**config.mk**
```make
export PLATFORM = sky130hd
export DESIGN_NAME = binary_add_result_fifo
export DESIGN_NICKNAME = d
export VERILOG_FILES = /design/src/rtl/binary_add_pkg.sv /design/src/rtl/binary_add_res_mem.sv /design/src/rtl/binary_add_result_fifo.sv
export SDC_FILE = /design/constraint.sdc
export NUM_CORES = 1
export LEC_CHECK = 0
export CORE_ASPECT_RATIO = 1.1
export CORE_UTILIZATION = 55
export DETAILED_ROUTE_END_ITERATION = 16
export PLACE_DENSITY_LB_ADDON = 0.08
export SETUP_SLACK_MARGIN = 0.4
export SYNTH_ARGS = -nofsm -noshare
export SYNTH_HDL_FRONTEND = slang
export SYNTH_SLANG_ARGS = --single-unit
```
**constraint.sdc**
```tcl
create_clock -name clk -period 3.6 [get_ports clk]
set_clock_uncertainty 0.05 [all_clocks]
set_input_delay 0.54 -clock clk [delete_from_list [all_inputs] [get_ports clk]]
set_output_delay 0.54 -clock clk [all_outputs]
set_load 0.01 [all_outputs]
```
**src/rtl/binary_add_pkg.sv**
```systemverilog
// ============================================================================
// Module      : binary_add_pkg
// Description : Shared widths and a constant log2 helper for the adder and its
//               result FIFO.
// Revision    : 1.0 - initial release
// ============================================================================
`default_nettype none

package binary_add_pkg;

    localparam int ADD_W          = 7;
    localparam int RES_FIFO_DEPTH = 4;

    // Ceiling log2; returns 0 for values of 0 or 1.
    function automatic int clog2(input int value);
        int result;
        int rem;
        result = 0;
        rem    = value - 1;
        while (rem > 0) begin
            result = result + 1;
            rem    = rem >> 1;
        end
        return result;
    endfunction

endpackage : binary_add_pkg

`default_nettype wire

```
**src/rtl/binary_add_res_mem.sv**
```systemverilog
// ============================================================================
// Module      : binary_add_res_mem
// Description : DEPTH x WIDTH register file, one synchronous write port and
//               one asynchronous read port. Contents are not reset.
// Revision    : 1.0 - initial release
// ============================================================================
`default_nettype none

module binary_add_res_mem
    import binary_add_pkg::*;
#(
    parameter  int WIDTH  = ADD_W,
    parameter  int DEPTH  = RES_FIFO_DEPTH,
    localparam int ADDR_W = clog2(DEPTH)
) (
    input  logic              clk,
    input  logic              we,
    input  logic [ADDR_W-1:0] waddr,
    input  logic [WIDTH-1:0]  wdata,
    input  logic [ADDR_W-1:0] raddr,
    output logic [WIDTH-1:0]  rdata
);

    logic [DEPTH-1:0][WIDTH-1:0] w_words;

    for (genvar gi = 0; gi < DEPTH; gi++) begin : g_entry
        logic [WIDTH-1:0] r_word;

        always_ff @(posedge clk) begin
            if (we && (waddr == ADDR_W'(gi))) begin
                r_word <= wdata;
            end
        end

        assign w_words[gi] = r_word;
    end

    assign rdata = w_words[raddr];

endmodule : binary_add_res_mem

`default_nettype wire

```
**src/rtl/binary_add_result_fifo.sv**
```systemverilog
// ============================================================================
// Module      : binary_add_result_fifo
// Description : Captures each registered adder sum one cycle after its enable
//               and queues it in a first-word-fall-through valid/ready FIFO.
// Revision    : 1.0 - initial release
// ============================================================================
`default_nettype none

module binary_add_result_fifo
    import binary_add_pkg::*;
#(
    parameter  int WIDTH = ADD_W,
    parameter  int DEPTH = RES_FIFO_DEPTH,
    localparam int CNT_W = clog2(DEPTH) + 1
) (
    input  logic             clk,
    input  logic             rst,
    input  logic             add_en,
    input  logic [WIDTH-1:0] add_s,
    output logic             out_valid,
    input  logic             out_ready,
    output logic [WIDTH-1:0] out_data,
    output logic [CNT_W-1:0] count,
    output logic             full,
    output logic             empty,
    output logic             overflow,
    input  logic             clear_ovf
);

    localparam int               c_ADDR_W   = clog2(DEPTH);
    localparam logic [CNT_W-1:0] c_FULL_CNT = CNT_W'(DEPTH);

    logic                r_en_d;
    logic [c_ADDR_W-1:0] r_wr_ptr;
    logic [c_ADDR_W-1:0] r_rd_ptr;
    logic [CNT_W-1:0]    r_count;
    logic                r_overflow;

    logic                w_wr;
    logic                w_pop;
    logic                w_accept;
    logic                w_drop;
    logic                w_full;
    logic                w_empty;
    logic [WIDTH-1:0]    w_rdata;

    // The adder registers its sum on the enable edge, so the sum is stable
    // for sampling one edge later.
    assign w_wr     = r_en_d;
    assign w_full   = (r_count == c_FULL_CNT);
    assign w_empty  = (r_count == '0);
    assign w_pop    = !w_empty && out_ready;
    // When full, a same-cycle pop frees the head slot, which is exactly the
    // slot the write pointer addresses.
    assign w_accept = w_wr && (!w_full || w_pop);
    assign w_drop   = w_wr && w_full && !w_pop;

    binary_add_res_mem #(
        .WIDTH (WIDTH),
        .DEPTH (DEPTH)
    ) u_mem (
        .clk   (clk),
        .we    (w_accept),
        .waddr (r_wr_ptr),
        .wdata (add_s),
        .raddr (r_rd_ptr),
        .rdata (w_rdata)
    );

    always_ff @(posedge clk) begin
        if (rst) begin
            r_en_d     <= 1'b0;
            r_wr_ptr   <= '0;
            r_rd_ptr   <= '0;
            r_count    <= '0;
            r_overflow <= 1'b0;
        end else begin
            r_en_d <= add_en;

            if (w_accept) begin
                r_wr_ptr <= r_wr_ptr + 1'b1;
            end
            if (w_pop) begin
                r_rd_ptr <= r_rd_ptr + 1'b1;
            end

            case ({w_accept, w_pop})
                2'b10:   r_count <= r_count + 1'b1;
                2'b01:   r_count <= r_count - 1'b1;
                default: r_count <= r_count;
            endcase

            if (w_drop) begin
                r_overflow <= 1'b1;
            end else if (clear_ovf) begin
                r_overflow <= 1'b0;
            end
        end
    end

    assign out_valid = !w_empty;
    assign out_data  = w_rdata;
    assign count     = r_count;
    assign full      = w_full;
    assign empty     = w_empty;
    assign overflow  = r_overflow;

endmodule : binary_add_result_fifo

`default_nettype wire
```
==> results.md, run 1 <==
- First-pass GRT wire length: 4300 um
- Final non-filler cell total: roughly 160
- P&R area growth vs syn: 20.6%
- Worst-Skew Late Latency: 330 ps
- RSZ-0062 raised after global routing: no
- Vias/cell: 5.56
- Seq/Total Area, Yosys: 65.3%
- Avg Cell Area, Syn: between 15 and 20 um2
- Startpoint types: flip-flop
- Gr usage total: 20.9%
- Post-layout min period: 2700 ps
- Row cnt: 19
- Mapped cell area: 1560 um2
- Rel. slew slack: 61.2%
- Final net count: 144
- Worst Hold Class: reg2reg
- FF+latch count, synth: 37
- Most frequent cells in the layout: 28 x edfxtp_1, 25 x clkdlybuf4s50_1, 9 x dfxtp_1, 8 x nor2_1
- Placed insts: 151
- Drc violations: 0
- Max IR drop VDD: 0.358 mV
- Worst reg-to-reg setup slack: 1550 ps
- Post-Layout Inst Area: 1880 um2
- Setup TNS Final: 0 ps
- DR vias: between 800 and 900
- Gpl congestion: 0.741
- F_max: between 300 and 400 MHz
- Die ar.: 3060 um2
- Antenna-violating nets left: 0
- Syn Nets: around 120
- Pwr Density: 461 nW/um2
- N_diodes: 0
- Kind of critical path: reg2out
- Final hold vios: 0
- Post-DP HPWL: 1790 um
- Clk pin slew, worst setup/hold paths: 100 ps
- Drt initial violations: 17
- Largest net degree at the start of global routing: 12
- Starting Density: 60.3%
- Number of port buffers: 25
- Final Setup Violations: 0
- Crit path DAT: ~2100 ps
- Outcome: complete, no violations
- Worst-Margin Slew: around 580 ps
- Post-Route WL: 2550 um
- Antenna violations before repair: 0
- Post-CTS sizing: 0
- Die Y: 57.9 um
- Leakage: 0.642 nW
- CORE AREA: 2590 um2
- Area leader, netlist: edfxtp_1
- Cell variety after synth: 31
- Share of cells above drive strength 1: a little over an eighth
- Cts hold-fix bufs: 0
- I/O pins: 26
- Util after Layout: 72.7%
- Area share of the leading cell type in the synthesized netlist: 53.8%
- Final hold slack: 473 ps
- Congestion Overflow GR: 0
- Vias in the first global route: just under 1000
- Placed inst area: approximately 1800 um2
- Max-Cap Viols: 0
- Worst path required time: approximately 3000 ps
- Synth area leaders: edfxtp_1 54%, dfxtp_1 12%, mux4_2 10%
- H-tree Lvls: 2
- CTS buffer count: 5
- Yosys Warn Count: 0
- Commonest non-fill, non-tap cell in the layout: edfxtp_1
- Drt first pass iters: 3
- Max Slew Vio Count: 0
- Cells after synthesis: 99
- Fin crit share: around 75%
- CP Max Fanout: 9
- Deepest clock path buffer count: 2
- Setup Fix Bufs, Post-CTS: 0
- Setup crit end kind: primary output
- CTS tree: yes
- Root Buffer: clkbuf_4
- # clock sinks: 37
- Die width: about 53 um
- Routed WL per cell: 16.0 um
-- worst paths after layout --
| path | startpoint | end | cells after the start |
|---|---|---|---|
| max | r_rd_ptr[0]$_SDFFE_PP0N_ | out_data[3] | 2 |
| min | overflow$_SDFFE_PP0P_ | overflow$_SDFFE_PP0P_ | 2 |
| min reg2reg | overflow$_SDFFE_PP0P_ | overflow$_SDFFE_PP0P_ | 2 |
| max reg2reg | count[0]$_SDFFE_PP0P_ | count[2]$_SDFFE_PP0P_ | 5 |
-- metrics by stage --
stage / power (mW) / setup slack (ps)
after floorplan: 0.602 / 1620
after global placement: 0.678 / 964
after detailed placement: 0.683 / 909
after CTS: 0.879 / 838
after global routing: 0.914 / 769
final: 0.868 / 898
-- layer usage --
layer	share of wire, %	GRT usage [%]	vias up	wire length, um
li1	-	-	424	-
met1	40	21.1	426	1010
met2	52	36.3	27	1330
met3	5.5	8.14	7	139
met4	2.4	10.5	0	61
met5	0	0	-	0
-- worst max-delay path, stage by stage, from the launching register on --
cell and delay, ps:
dfxtp_1 700, mux4_2 590, clkdlybuf4s50_1 490
-- cells in the mapped netlist --
cell and count:
nand2b_1 1, and2_1 4, and3_1 1, mux4_2 7, a32oi_1 1, buf_1 1
ha_1 4, nand3_1 1, a21bo_1 1, o211ai_1 1, nor2b_1 2, nor2_1 8
fa_1 1, clkbuf_1 1, or3_1 1, mux2_4 1, o31a_1 2, xnor2_1 2
o31ai_2 1, inv_1 7, edfxtp_1 28, a21boi_2 1, nand3b_1 1, a221oi_1 1
a211oi_1 1, buf_2 2, a21oi_1 1, nand2_1 3, dfxtp_1 9, xor2_1 3
nor3b_2 1
-- cells by family after synthesis --
group	share of synthesized area, %
AOI/OAI and AO/OA	5.68
xor gates and xnor gates	2.80
adders and majority gates	4.48
buffers and inverters	2.80
DFF	65.3
muxes	11.0
and+or+nand+nor	7.85
-- power breakdown --
part           switching, mW  internal, mW
sequential            0.0261         0.476
combinational         0.0652         0.103
clock                  0.126        0.0706
total                  0.218         0.650
-- sequential cells by signal (all words and copies together) (netlist names) --
signal and flops:
u_mem.g_entry.r_word 28, r_rd_ptr 2, r_en_d 1, count 3
overflow 1, r_wr_ptr 2
-- layout make-up --
class                           count  area [um2]
Inverter                            7        26.3
Multi-Input combinational cell     51         498
Clock inverter                      3        12.5
Sequential cell                    37        1020
Timing Repair Buffer               25         250
Fill cell                         162         707
Tap cell                           31        38.8
Clock buffer                        5        37.5
No activity file was read; power rests on OpenSTA's default activity.
==> run 2: changes to the inputs <==
Settings changed: CORE_UTILIZATION 55 to 46.
Clock period 3.6 ns to 2.3 ns, I/O delays scaled along.
==> results.md, run 2 (synthesized netlist as in run 1, its figures left out) <==
- Vias/cell: 5.36
- Reg2reg end: count[2]$_SDFFE_PP0P_
- Die ar.: between 3000 and 4000 um2
- Die Y: 63.1 um
- N_diodes: 0
- CORE AREA: 3130 um2
- Worst-Skew Late Latency: around 330 ps
- F_max: 539 MHz
- Comb power frac: 21.7%
- Antenna violations before repair: 0
- Final net count: 153
- Violated checks: design-rule violations
- Share of cells above drive strength 1: approximately 29%
- Die width: 57.6 um
- Post-DP HPWL: 1840 um
- Sequential power share: 53.6%
- Worst reg-to-reg setup slack: 460 ps
- Vias in the first global route: ~940
- Grt met1 use: 20.1%
- Fin crit share: 80.6%
- CP Max Fanout: 5
- I/O pins: 26
- Drt initial violations: 13
- Reg2reg start: count[1]$_SDFFE_PP0P_
- Kind of critical path: reg2out
- Largest net degree at the start of global routing: 13
- Switching Share: 25.2%
- GR peak layer: met2
- Util after Layout: 63.4%
- Drt first pass iters: 10
- Gpl congestion: roughly 0.65
- Number of port buffers: 25
- Max Slew Vio Count: 0
- Startpoint types: flip-flop
- CTS tree: yes
- Clk pin slew, worst setup/hold paths: about 100 ps
- Deepest clock path buffer count: 2
- P&R area growth vs syn: 26.8%
- Post-Route WL: 2610 um
- Row cnt: 21
- R2R cell count: 5
- Final Setup Violations: 0
- Root Buffer: clkbuf_4
- Met2 global-route usage: 26.9%
- Leakage: 0.722 nW
- Most frequent cells in the layout: 28 x edfxtp_1, 14 x clkdlybuf4s50_1, 8 x nor2_1, 8 x buf_4
- Post-layout min period: 1850 ps
- Pwr Density: 727 nW/um2
- Setup TNS Final: 0 ps
- First-pass GRT wire length: roughly 4300 um
- Max IR drop VDD: 0.404 mV
- Worst-Margin Slew: 408 ps
- Worst path required time: 1900 ps
- Gr usage total: 17.2%
- Cts hold-fix bufs: 0
- Starting Density: roughly half
- CTS buffer count: 5
- Commonest non-fill, non-tap cell in the layout: edfxtp_1
- Met3 GRT Util: 6.78%
- Net switching power: 0.363 mW
- DR vias: 916
- Top reg by flops: u_mem.g_entry.r_word
- Rel. slew slack: 72.7%
- Max-Cap Viols: 0
- Worst Setup SP: r_rd_ptr[0]$_SDFFE_PP0N_
- # clock sinks: 37
- Congestion Overflow GR: 0
- Antenna-violating nets left: 0
- Final hold vios: 0
- Fillcell total: 247
- H-tree Lvls: 2
- Setup crit end kind: primary output
- Outcome: finished, violations left
- Max FFs per register: 28
- Cell internal pwr: 1.08 mW
- RSZ-0062 raised after global routing: yes
- Clock power share: 24.7%
- Worst Hold Class: reg2reg
- Crit path DAT: between 1000 and 1500 ps
- Routed WL per cell: 15.3 um
- Drc violations: 2
- Critical path endpoint: out_data[3]
## run 2: changes by cell type in the layout (fill, tap and decap cells not counted), sizes merged
cell	delta
clkinv	-1
clkdlybuf4s50	-11
dlymetal6s2s	+1
buf	+15
dlygate4sd2	+3
clkbuf	+2
## run 2: routing by layer
layer,share of wire [%],vias up
li1,-,434
met1,44,456
met2,49,22
met3,4.8,4
met4,2.4,0
met5,0,-
## run 2: area by class of cell
cell class / instances / area [um2] / share of cell area [%]
Clock buffer: 6 / 51.3 / 2.59
Clock inverter: 2 / 13.8 / 0.694
Inverter: 7 / 26.3 / 1.33
Multi-Input combinational cell: 51 / 510 / 25.8
Sequential cell: 37 / 1030 / 52.1
Tap cell: 34 / 42.5 / 2.15
Timing Repair Buffer: 34 / 304 / 15.3
## run 2: repair_timing
| item | 4_1_cts | 5_1_grt |
|---|---|---|
| pin swaps | 0 | 6 |
| buffers inserted | 2 | 3 |
| hold endpoints to repair | 0 | 0 |
| gates resized for setup | 33 | 8 |
| endpoints found under the setup margin | 10 | 9 |
## run 2: worst min path at each step
stage                     startpoint                                   end  slack, ps  depth (start not counted)
2_1_floorplan               add_s[0]  u_mem.g_entry[0].r_word[0]$_DFFE_PP_        390                          0
3_3_place_gp   overflow$_SDFFE_PP0P_                 overflow$_SDFFE_PP0P_        420                          2
3_5_place_dp   overflow$_SDFFE_PP0P_                 overflow$_SDFFE_PP0P_        440                          2
4_1_cts        overflow$_SDFFE_PP0P_                 overflow$_SDFFE_PP0P_        460                          2
5_1_grt        count[0]$_SDFFE_PP0P_                 count[0]$_SDFFE_PP0P_        440                          1
6_report       count[0]$_SDFFE_PP0P_                 count[0]$_SDFFE_PP0P_        430                          1
## run 2: power groups by stage
stage	Combinational, mW	Sequential, mW	Clock, mW
after floorplan	0.163	0.781	0
after global placement	0.292	0.786	0
after detailed placement	0.299	0.788	0
after CTS	0.284	0.777	0.374
after global routing	0.340	0.777	0.405
final	0.312	0.773	0.356
## run 2: per-stage QoR
stage	hold slack, ps	std cells	cell area, um2	total power [mW]	worst slack (ps)
after floorplan	394	99	1570	0.944	446
after CTS	464	168	1930	1.43	273
after detailed placement	439	158	1870	1.09	66.7
final	427	171	1980	1.44	446
after global placement	420	158	1870	1.08	104
after global routing	440	171	1980	1.52	378
## run 2: critical path, cell delays in order, from the launching register on
cell and delay [ps]:
dfxtp_2 350, buf_6 130, mux4_2 510, buf_6 140
